**config.mk**
```make
export PLATFORM = sky130hd
export DESIGN_NAME = tap_controller
export DESIGN_NICKNAME = d
export VERILOG_FILES = /design/src/rtl/tap_pkg.sv /design/src/rtl/tap_fsm.sv /design/src/rtl/tap_controller.sv
export SDC_FILE = /design/constraint.sdc
export NUM_CORES = 1
export LEC_CHECK = 0
export ABC_CLOCK_PERIOD_IN_PS = 4700
export CORE_MARGIN = 2
export CORE_UTILIZATION = 35
export DETAILED_ROUTE_END_ITERATION = 10
export GPL_TIMING_DRIVEN = 0
export PLACE_DENSITY = 0.56
export RECOVER_POWER = 50
export SETUP_SLACK_MARGIN = 0.1
export SLEW_MARGIN = 20
export SYNTH_ARGS = -nofsm -noshare
export SYNTH_HDL_FRONTEND = slang
export SYNTH_SLANG_ARGS = --single-unit
```
**constraint.sdc**
```tcl
create_clock -name clk -period 4.7 [get_ports clk]
set_clock_uncertainty 0.2 [all_clocks]
set_input_delay 0.705 -clock clk [delete_from_list [all_inputs] [get_ports clk]]
set_output_delay 0.705 -clock clk [all_outputs]
set_load 0.01 [all_outputs]
```
**src/rtl/tap_pkg.sv**
```systemverilog
// Shared TAP definitions: 16-state encoding, DR selection and opcode helpers.
package tap_pkg;

    localparam int unsigned TAP_STATE_W = 4;
    localparam int unsigned IDCODE_W    = 32;

    typedef enum logic [TAP_STATE_W-1:0] {
        StTestLogicReset = 4'd0,
        StRunTestIdle    = 4'd1,
        StSelectDrScan   = 4'd2,
        StCaptureDr      = 4'd3,
        StShiftDr        = 4'd4,
        StExit1Dr        = 4'd5,
        StPauseDr        = 4'd6,
        StExit2Dr        = 4'd7,
        StUpdateDr       = 4'd8,
        StSelectIrScan   = 4'd9,
        StCaptureIr      = 4'd10,
        StShiftIr        = 4'd11,
        StExit1Ir        = 4'd12,
        StPauseIr        = 4'd13,
        StExit2Ir        = 4'd14,
        StUpdateIr       = 4'd15
    } tap_state_e;

    typedef enum logic [1:0] {
        DrBypass = 2'd0,
        DrIdcode = 2'd1,
        DrUser   = 2'd2
    } dr_sel_e;

    // All-ones opcode of the given IR width (widths up to 32).
    function automatic logic [31:0] bypass_opcode(input int unsigned width);
        logic [32:0] ones;
        ones = (33'd1 << width) - 33'd1;
        return ones[31:0];
    endfunction

endpackage

```
**src/rtl/tap_fsm.sv**
```systemverilog
// TAP state register and TMS-driven next-state logic for all 16 states.
module tap_fsm
    import tap_pkg::*;
(
    input  logic       clk,
    input  logic       TRST_n,
    input  logic       TMS,
    output tap_state_e state
);

    tap_state_e state_q, state_d;

    always_ff @(posedge clk or negedge TRST_n) begin
        if (!TRST_n) begin
            state_q <= StTestLogicReset;
        end else begin
            state_q <= state_d;
        end
    end

    always_comb begin
        state_d = state_q;
        case (state_q)
            StTestLogicReset: state_d = TMS ? StTestLogicReset : StRunTestIdle;
            StRunTestIdle:    state_d = TMS ? StSelectDrScan   : StRunTestIdle;
            StSelectDrScan:   state_d = TMS ? StSelectIrScan   : StCaptureDr;
            StCaptureDr:      state_d = TMS ? StExit1Dr        : StShiftDr;
            StShiftDr:        state_d = TMS ? StExit1Dr        : StShiftDr;
            StExit1Dr:        state_d = TMS ? StUpdateDr       : StPauseDr;
            StPauseDr:        state_d = TMS ? StExit2Dr        : StPauseDr;
            StExit2Dr:        state_d = TMS ? StUpdateDr       : StShiftDr;
            StUpdateDr:       state_d = TMS ? StSelectDrScan   : StRunTestIdle;
            StSelectIrScan:   state_d = TMS ? StTestLogicReset : StCaptureIr;
            StCaptureIr:      state_d = TMS ? StExit1Ir        : StShiftIr;
            StShiftIr:        state_d = TMS ? StExit1Ir        : StShiftIr;
            StExit1Ir:        state_d = TMS ? StUpdateIr       : StPauseIr;
            StPauseIr:        state_d = TMS ? StExit2Ir        : StPauseIr;
            StExit2Ir:        state_d = TMS ? StUpdateIr       : StShiftIr;
            StUpdateIr:       state_d = TMS ? StSelectDrScan   : StRunTestIdle;
            default:          state_d = StTestLogicReset;
        endcase
    end

    assign state = state_q;

endmodule

```
**src/rtl/tap_controller.sv**
```systemverilog
// IEEE 1149.1-style TAP: FSM plus IR, IDCODE, USER and BYPASS registers and TDO mux.
module tap_controller
    import tap_pkg::*;
#(
    parameter int unsigned            IR_WIDTH     = 4,
    parameter int unsigned            DR_WIDTH     = 8,
    parameter logic [31:0]            IDCODE_VALUE = 32'h1000_0001,
    parameter logic [IR_WIDTH-1:0]    IDCODE_INSTR = IR_WIDTH'(1),
    parameter logic [IR_WIDTH-1:0]    USER_INSTR   = IR_WIDTH'(2)
) (
    input  logic                clk,
    input  logic                TRST_n,
    input  logic                TMS,
    input  logic                TDI,
    output logic                TDO,
    output logic                tdo_en,
    output logic [3:0]          state_obs,
    output logic [IR_WIDTH-1:0] ir_q,
    input  logic [DR_WIDTH-1:0] user_capture,
    output logic [DR_WIDTH-1:0] user_q,
    output logic                user_update,
    output logic                tlr
);

    localparam logic [31:0]         BYPASS_OP_FULL = bypass_opcode(IR_WIDTH);
    localparam logic [IR_WIDTH-1:0] BYPASS_OP      = BYPASS_OP_FULL[IR_WIDTH-1:0];
    localparam logic [IR_WIDTH-1:0] IR_CAPTURE     = IR_WIDTH'(1);

    tap_state_e state;

    tap_fsm u_fsm (
        .clk    (clk),
        .TRST_n (TRST_n),
        .TMS    (TMS),
        .state  (state)
    );

    logic [IR_WIDTH-1:0] ir_sr_q;
    logic [IR_WIDTH-1:0] ir_reg_q;
    logic [IDCODE_W-1:0] idcode_sr_q;
    logic [DR_WIDTH-1:0] user_sr_q;
    logic [DR_WIDTH-1:0] user_reg_q;
    logic                bypass_sr_q;
    logic                user_update_q;

    // One extra bit on top so the same slice works down to a 1-bit register.
    logic [IR_WIDTH:0]   ir_shift;
    logic [IDCODE_W:0]   idcode_shift;
    logic [DR_WIDTH:0]   user_shift;

    assign ir_shift     = {TDI, ir_sr_q};
    assign idcode_shift = {TDI, idcode_sr_q};
    assign user_shift   = {TDI, user_sr_q};

    dr_sel_e dr_sel;

    always_comb begin
        dr_sel = DrBypass;
        if (ir_reg_q == BYPASS_OP) begin
            dr_sel = DrBypass;
        end else if (ir_reg_q == IDCODE_INSTR) begin
            dr_sel = DrIdcode;
        end else if (ir_reg_q == USER_INSTR) begin
            dr_sel = DrUser;
        end
    end

    always_ff @(posedge clk or negedge TRST_n) begin
        if (!TRST_n) begin
            ir_sr_q       <= '0;
            ir_reg_q      <= IDCODE_INSTR;
            idcode_sr_q   <= '0;
            user_sr_q     <= '0;
            user_reg_q    <= '0;
            bypass_sr_q   <= 1'b0;
            user_update_q <= 1'b0;
        end else begin
            user_update_q <= 1'b0;
            case (state)
                StTestLogicReset: ir_reg_q <= IDCODE_INSTR;
                StCaptureIr:      ir_sr_q  <= IR_CAPTURE;
                StShiftIr:        ir_sr_q  <= ir_shift[IR_WIDTH:1];
                StUpdateIr:       ir_reg_q <= ir_sr_q;
                StCaptureDr: begin
                    case (dr_sel)
                        DrIdcode: idcode_sr_q <= IDCODE_VALUE;
                        DrUser:   user_sr_q   <= user_capture;
                        default:  bypass_sr_q <= 1'b0;
                    endcase
                end
                StShiftDr: begin
                    case (dr_sel)
                        DrIdcode: idcode_sr_q <= idcode_shift[IDCODE_W:1];
                        DrUser:   user_sr_q   <= user_shift[DR_WIDTH:1];
                        default:  bypass_sr_q <= TDI;
                    endcase
                end
                StUpdateDr: begin
                    if (dr_sel == DrUser) begin
                        user_reg_q    <= user_sr_q;
                        user_update_q <= 1'b1;
                    end
                end
                default: ;
            endcase
        end
    end

    always_comb begin
        TDO = 1'b0;
        if (state == StShiftIr) begin
            TDO = ir_sr_q[0];
        end else if (state == StShiftDr) begin
            case (dr_sel)
                DrIdcode: TDO = idcode_sr_q[0];
                DrUser:   TDO = user_sr_q[0];
                default:  TDO = bypass_sr_q;
            endcase
        end
    end

    assign tdo_en      = (state == StShiftDr) || (state == StShiftIr);
    assign tlr         = (state == StTestLogicReset);
    assign state_obs   = state;
    assign ir_q        = ir_reg_q;
    assign user_q      = user_reg_q;
    assign user_update = user_update_q;

endmodule
```
==> results of run 1 <==
## critical path, cell delays in order (launching register included)
cell and delay, ps:
sky130_fd_sc_hd__dfrtp_1 350, sky130_fd_sc_hd__clkbuf_1 320, sky130_fd_sc_hd__or4b_1 460, sky130_fd_sc_hd__clkbuf_1 270, sky130_fd_sc_hd__a2111o_1 350, sky130_fd_sc_hd__o211ai_1 140
sky130_fd_sc_hd__clkdlybuf4s50_1 590
## area by class of cell
type	instances	area, µm²
tap	102	127.6
inverter	9	33.78
clock buffer	12	155.1
sequential	62	1553
clock inverter	3	43.79
buffer	20	80.08
timing repair buffer	31	297.8
fill	718	4290
multi-input combinational	133	1066
## worst max path at each step
stage                                         from                       end  slack, ps  depth (start not counted)
final                     u_fsm.state[2]$_DFF_PN0_                       TDO        990                          6
after global routing                        TRST_n  u_fsm.state[1]$_DFF_PN0_        780                          2
after CTS                 u_fsm.state[2]$_DFF_PN0_                       TDO       1000                          6
after detailed placement  u_fsm.state[1]$_DFF_PN0_                       TDO       1400                          6
after global placement                      TRST_n  u_fsm.state[3]$_DFF_PN0_        680                          1
after floorplan           u_fsm.state[1]$_DFF_PN0_                       TDO       2070                          5
## per-stage QoR
stage          area [µm²]  utilization  instances  hold WS, ps  power, W
2_1_floorplan        2740            -        224        209.4  0.001110
3_3_place_gp         3168       0.4143        356        277.9  0.001302
3_5_place_dp         3186       0.4166        357        281.3  0.001307
4_1_cts              3385       0.4426        372        92.59  0.001789
5_1_grt              3357       0.4390        372        313.6  0.001901
6_report             3357       0.4390        372        290.2  0.001761
## state kept, by name, summed over array words and instances (netlist names)
signal,count
idcode_sr_q,32
user_q,8
user_sr_q,8
ir_q,4
ir_sr_q,4
u_fsm.state,4
bypass_sr_q,1
user_update,1
## cells by family (layout without fill, tap and decap cells)
logic type,Yosys count,after routing
compound gates,67,67
xor+xnor,1,1
buf+inv,29,75
flops,62,62
mux,24,24
simple gates,41,41
## layer usage
layer	global-route usage	vias to the layer above	wire length [µm]
met5	0	-	0
met4	0.07338	0	114
met3	0.04394	9	263
met2	0.1910	45	2230
met1	0.2025	900	2688
li1	-	917	-
## power by group
group	internal [W]	switching, W
sequential	0.000624	0.0000666
clock	0.000271	0.000195
combinational	0.000262	0.000343
## placed cells by master, fill, tap and decap left out, types with 2 or more instances in the layout
cell type and n:
sky130_fd_sc_hd__nand3b_1 3, sky130_fd_sc_hd__o21ai_0 8, sky130_fd_sc_hd__nand2_1 10, sky130_fd_sc_hd__clkbuf_8 11, sky130_fd_sc_hd__or4b_1 3, sky130_fd_sc_hd__clkbuf_1 18
sky130_fd_sc_hd__and2_0 2, sky130_fd_sc_hd__a22o_1 29, sky130_fd_sc_hd__inv_1 9, sky130_fd_sc_hd__nor4b_1 2, sky130_fd_sc_hd__o22ai_1 4, sky130_fd_sc_hd__o2bb2ai_1 2
sky130_fd_sc_hd__mux2_2 16, sky130_fd_sc_hd__buf_2 4, sky130_fd_sc_hd__nor3_1 2, sky130_fd_sc_hd__a22oi_1 3, sky130_fd_sc_hd__clkdlybuf4s50_1 28, sky130_fd_sc_hd__mux2_4 8
sky130_fd_sc_hd__o211ai_1 3, sky130_fd_sc_hd__nor2_1 5, sky130_fd_sc_hd__a21oi_1 8, sky130_fd_sc_hd__nand4_1 2, sky130_fd_sc_hd__nor2b_1 2, sky130_fd_sc_hd__dfrtp_1 61
==> metrics.md, run 1 <==
| Metric | Value |
|---|---|
| Yosys warns | `0` |
| Global-route usage over all layers | `0.1416` |
| Area share of fa/ha/maj cells after synthesis | `0` |
| Average cell area after synthesis | `12.23 µm²` |
| Dominant synthesized flop cell | `sky130_fd_sc_hd__dfrtp_1` |
| Post-CTS Hold Buffers | `0` |
| Share of the synthesized netlist area taken by xor and xnor gates | `0.003196` |
| Area grow syn2layout | `22.51%` |
| Period utilization | `0.7898` |
| Total count of hold-check failures in the final report | `0` |
| Clock root buffer master | `sky130_fd_sc_hd__clkbuf_8` |
| Layout cells sized above 1 | `0.1741` |
| Detailed router's first-iteration violation count | `35` |
| Number of pins with negative max-slew slack in the final report | `65` |
| Slack of the worst reg-to-reg path | `2140 ps` |
| Height of the chip | `92.48 µm` |
| Final-stage net count | `278` |
| Clock transition at the registers of the reported paths | `~60 ps` |
| Post-Syn Area | `0.002740 mm²` |
| Chip Width | `92.48 µm` |
| DRT antenna net count | `0` |
| Placement Rows | `32` |
| Estimated wirelength of the detail-placed design | `about 3500 µm` |
| Kind of start point of the critical path | `flop` |
| Distinct cells, synth | `between 40 and 50` |
| Worst Tran Pin Value | `1741 ps` |
| Max-cap violations | `2` |
| Final setup violating endpoints | `0` |
| Most common cell in the netlist | `sky130_fd_sc_hd__dfrtp_1` |
| Worst reg2reg startpoint | `ir_q[3]$_DFFE_PN0P_` |
| Worst Hold Class | `flop to flop` |
| Failing checks | `max-capacitance violations, max-slew violations` |
| Vias post-DR | `1871` |
| Core area | `around 0.0076 mm²` |
| Number of buffers inserted by post-CTS setup repair | `0` |
| Share of flip-flops with an asynchronous set or reset after synthesis | `1.000` |
| Post-synthesis sequential area ratio | `0.5667` |
| Aggregate routed wire length | `5297 µm` |
| Via count normalized by instance count | `5.030` |
| Number of enable flip-flop cells after synthesis | `0` |
| CTS Sinks | `62` |
| Post-CTS Resized | `0` |
| Number of port buffers | `30` |
| First-pass detailed-route iteration total | `4` |
| Hold Path Sink | `bypass_sr_q$_DFFE_PN0P_` |
| Routed WL per cell | `14.24 µm` |
| Unrepaired setup endpoints after global routing | `no` |
| Worst slew margin relative to its limit | `-0.1610` |
| Antenna cell count | `0` |
| Worst path setup slack after routing | `987.9 ps` |
| Number of antenna violations at the first check in global routing | `0` |
| Maximum level of the CTS H-tree | `3` |
| Starting utilization of the core area | `0.3583` |
| Number of buffers inserted during clock tree synthesis | `9` |
| Net count of the mapped netlist | `between 200 and 250` |
| Gate Count Post-Synth | `224` |
| Most instantiated cells after synthesis | `sky130_fd_sc_hd__dfrtp_1 (61), sky130_fd_sc_hd__a22o_1 (29), sky130_fd_sc_hd__mux2_2 (16), sky130_fd_sc_hd__clkbuf_1 (14), sky130_fd_sc_hd__nand2_1 (10)` |
| Clock tree from TritonCTS | `done` |
| Kind of critical path | `flop to primary output` |
| Pin count of the biggest net entering global routing | `34` |
| Synthesized-area fraction occupied by ao, oa, aoi and oai cells | `0.1845` |
| Setup tns final | `0 ps` |
| Period minus WS final | `3712 ps` |
| Largest fanout of any net on the critical path | `10` |
| Run status | `complete, but fails checks` |
| Dominant combinational cell family by area after synthesis | `compound AO/OA/AOI/OAI gates` |
| DRC violation count after routing | `0` |
| Hold Crit Start | `bypass_sr_q$_DFFE_PN0P_` |
| First-pass GRT wire length | `9328 µm` |
| Setup crit end kind | `primary output` |
| Share of synthesized cell area in and, or, nand and nor gates | `0.09178` |
| Most area-consuming cells after synthesis | `sky130_fd_sc_hd__dfrtp_1 (56%), sky130_fd_sc_hd__a22o_1 (9.3%), sky130_fd_sc_hd__mux2_2 (6.6%)` |
| Vias in the first global route | `1861` |
| Die Footprint | `0.008553 mm²` |
| Synthesized flop and latch total | `62` |
| Cell taking the most area after synthesis | `sky130_fd_sc_hd__dfrtp_1` |
| Total congestion overflow | `0` |
| IR drop worst, VDD | `256.9 µV` |
| Routability-driven placement congestion ratio | `0.7758` |
| Critical Path AT | `between 2000 and 3000 ps` |
| Portion of synthesized cell area occupied by the leading cell type | `0.5571` |
| F_max | `269.4 MHz` |
| Ports | `32` |
| Worst-case clock buffer depth | `2` |
| Mux share of post-synthesis cell area | `0.1096` |
| Reg-to-Reg End | `user_q[6]$_DFFE_PN0P_` |
| Leakage power | `about 1.5 nW` |
| Hold Path Stages | `1` |
| Worst Reg-to-Reg Cells | `4` |
| Clock insertion delay at the later pin of the skew report | `330 ps` |
| Post-Place Worst Slack | `approximately 1400 ps` |
| Power Density | `524.5 mW/mm²` |
| Critical path required time | `roughly 3800 ps` |
(Power assumes the default switching activity.)
==> run 2: changes to the inputs <==
ABC_CLOCK_PERIOD_IN_PS = 3600   (was 4700)
clock period = 3.6 ns   (was 4.7 ns; I/O delays follow)
==> run 2 against run 1 <==
The flow still finishes with violations (max-capacitance violations, max-slew violations). Via count rose by 0.16%. Non-clock buffer count rose by 1. Setup slack got worse by 460 ps. Global-route usage did not move. Register-to-register slack got worse by 890 ps.
==> metrics.md, run 2 (same netlist as run 1, synthesis figures left out) <==
| Metric | Value |
|---|---|
| Run status | `complete, but fails checks` |
| Failing checks | `max-capacitance violations, max-slew violations` |
| Starting utilization of the core area | `0.3583 (unchanged)` |
| Sequence of cells on the critical path | `clkbuf_1 -> nor4b_2 -> a31o_2 -> clkdlybuf4s50_1` |
| Power Density | `680.5 mW/mm² (+30%)` |
| Largest fanout of any net on the critical path | `8 (-2)` |
| Number of pins with negative max-slew slack in the final report | `31 (-52%)` |
| Vias in the first global route | `1861 (unchanged)` |
| Period utilization | `0.8522` |
| Setup tns final | `0 ps (unchanged)` |
| Maximum level of the CTS H-tree | `3 (unchanged)` |
| F_max | `326.0 MHz` |
| Worst Tran Pin Value | `1582 ps (-159.8 ps)` |
| Highest-count cells in the layout ignoring fill and taps | `sky130_fd_sc_hd__dfrtp_1 (61), sky130_fd_sc_hd__a22o_1 (29), sky130_fd_sc_hd__clkdlybuf4s50_1 (24), sky130_fd_sc_hd__mux2_2 (16), sky130_fd_sc_hd__clkbuf_1 (14)` |
| IR drop worst, VDD | `332.2 µV (+29%)` |
| Area grow syn2layout | `23.38%` |
| Estimated wirelength of the detail-placed design | `3455 µm (unchanged)` |
| Pin count of the biggest net entering global routing | `34 (unchanged)` |
| Final setup violating endpoints | `0 (unchanged)` |
| Total congestion overflow | `0 (unchanged)` |
| Layout cells sized above 1 | `0.1882 (+0.01412)` |
| Critical path buffer and inverter count | `2 (-1)` |
| Cell count along the critical path | `4 (-2)` |
| Critical path required time | `2860 ps (-940 ps)` |
| DRT antenna net count | `0 (unchanged)` |
| Worst slew margin relative to its limit | `-0.05445 (+0.1065)` |
| Clock root buffer master | `sky130_fd_sc_hd__clkbuf_8` |
| Clock insertion delay at the later pin of the skew report | `330 ps (about the same)` |
| Number of port buffers | `30 (unchanged)` |
| Die Footprint | `0.008553 mm² (unchanged)` |
| Setup crit end kind | `primary output` |
| Total count of hold-check failures in the final report | `0 (unchanged)` |
| Kind of critical path | `flop to primary output` |
| Largest register FFs | `32 (unchanged)` |
| Number of antenna violations at the first check in global routing | `0 (unchanged)` |
| Ports | `32 (unchanged)` |
| CTS Sinks | `62 (unchanged)` |
| First-pass GRT wire length | `9335 µm (about the same)` |
| Leakage power | `1.565 nW (+2.8%)` |
| Largest register by flop count | `idcode_sr_q` |
| Period minus WS final | `approximately 3100 ps` |
| Most frequent standard cell in the layout excluding fill and tap cells | `sky130_fd_sc_hd__dfrtp_1` |
| First-pass detailed-route iteration total | `5 (+1)` |
| Hold Path Stages | `1 (unchanged)` |
| Number of buffers inserted during clock tree synthesis | `9 (unchanged)` |
| Clock transition at the registers of the reported paths | `60 ps (about the same)` |
| Routability-driven placement congestion ratio | `0.7758 (unchanged)` |
| Global-route usage over all layers | `0.1416 (unchanged)` |
| Worst-case clock buffer depth | `2 (unchanged)` |
| Non-Filler Cell Area, Final | `0.003381 mm² (+0.71%)` |
| Clock tree from TritonCTS | `done` |
| Final-stage net count | `279 (+0.36%)` |
| Placement Rows | `32 (unchanged)` |
| Core area | `0.007647 mm² (unchanged)` |
| Detailed router's first-iteration violation count | `34 (-2.9%)` |
| Kind of start point of the critical path | `flop` |
| Worst Reg-to-Reg Cells | `5 (+1)` |
| Chip Width | `92.48 µm (unchanged)` |
| DRC violation count after routing | `0 (unchanged)` |
| Standard cell area after detailed placement | `0.003186 mm² (unchanged)` |
| Critical Path AT | `2330 ps (-480 ps)` |
| Routed WL per cell | `14.20 µm (-0.29%)` |
| Via count normalized by instance count | `5.024 (-0.11%)` |
| CP peak stage delay | `690 ps (+100 ps)` |
| Worst Hold Class | `flop to flop` |
| Aggregate routed wire length | `5296 µm (about the same)` |
| Worst path slowest cell | `sky130_fd_sc_hd__nor4b_2` |
| Height of the chip | `92.48 µm (unchanged)` |
| Unrepaired setup endpoints after global routing | `no` |
| Max-cap violations | `1 (-1)` |
| Family with the most delay on the worst path | `buffers and inverters` |
| Antenna cell count | `0 (unchanged)` |
| Vias post-DR | `1874 (+0.16%)` |
-- run 2: cell types whose count changed in the layout (fill, tap and decap cells not counted), sizes merged --
cell           before  now
clkdlybuf4s50      28   24
dlygate4sd3         1    5
dlymetal6s2s        0    1
buf                 5    6
clkbuf             29   28
-- run 2: cell type report --
| class | instances | area, µm² |
|---|---|---|
| flip-flops and latches | 62 | 1553 |
| multi-input cells | 133 | 1066 |
| clock inverters | 3 | 43.79 |
| well taps | 102 | 127.6 |
| fillers | 711 | 4267 |
| inverters | 9 | 33.78 |
| plain buffers | 20 | 90.09 |
| repair buffers | 32 | 311.5 |
| clock buffers | 12 | 155.1 |
-- run 2: what timing repair did --
action | in CTS | in global routing
setup buffers | 0 | 0
gates resized for setup | 2 | 1
cloned | 0 | 0
hold buffers | 1 | 0
hold endpoints to repair | 28 | 0
pin swaps | 0 | 0
setup endpoints to repair | 1 | 1
-- run 2: worst reg2reg max path, stage by stage, from the launching register on --
cell                       delay [ps]
sky130_fd_sc_hd__dfrtp_1          380
sky130_fd_sc_hd__clkbuf_1         180
sky130_fd_sc_hd__nor4b_2          690
sky130_fd_sc_hd__o21ai_1          290
sky130_fd_sc_hd__clkbuf_1         290
sky130_fd_sc_hd__a22o_1           240
-- run 2: final timing paths --
kind,to,slack [ps],start
hold / removal,idcode_sr_q[20]$_DFFE_PN0P_,290,idcode_sr_q[21]$_DFFE_PN0P_
setup / recovery,tdo_en,530,u_fsm.state[1]$_DFF_PN0_
hold reg to reg,idcode_sr_q[20]$_DFFE_PN0P_,290,idcode_sr_q[21]$_DFFE_PN0P_
min in group asynchronous,idcode_sr_q[14]$_DFFE_PN0P_,930,TRST_n
max in group asynchronous,u_fsm.state[0]$_DFF_PN0_,720,TRST_n
setup reg to reg,idcode_sr_q[2]$_DFFE_PN0P_,1250,u_fsm.state[1]$_DFF_PN0_
-- run 2: layer usage --
metal  GRT usage  share of wire  vias to the layer above  wire [µm]
li1            -              -                      921          -
met5           0              0                        -          0
met2      0.1910           0.42                       42       2227
met1      0.2025           0.51                      902       2707
met4     0.07338          0.021                        0        113
met3     0.04394          0.047                        9        247
-- run 2: power breakdown --
group | switching, W | internal [W]
clock network | 0.000256 | 0.000354
registers | 0.0000869 | 0.000814
logic | 0.000448 | 0.000342
total | 0.000791 | 0.00151
-- run 2: metrics by stage --
| step | setup WS [ps] | utilization | total power (W) | hold slack [ps] | cells |
|---|---|---|---|---|---|
| floorplan | 1134 | - | 0.001449 | 44.41 | 224 |
| global placement | -258.8 | 0.4143 | 0.001700 | 277.9 | 356 |
| detailed placement | 464.1 | 0.4166 | 0.001707 | 281.3 | 357 |
| CTS | 153.2 | 0.4442 | 0.002339 | 296.1 | 373 |
| global route | 242.9 | 0.4421 | 0.002481 | 313.6 | 373 |
| finish | 532.2 | 0.4421 | 0.002301 | 290.8 | 373 |
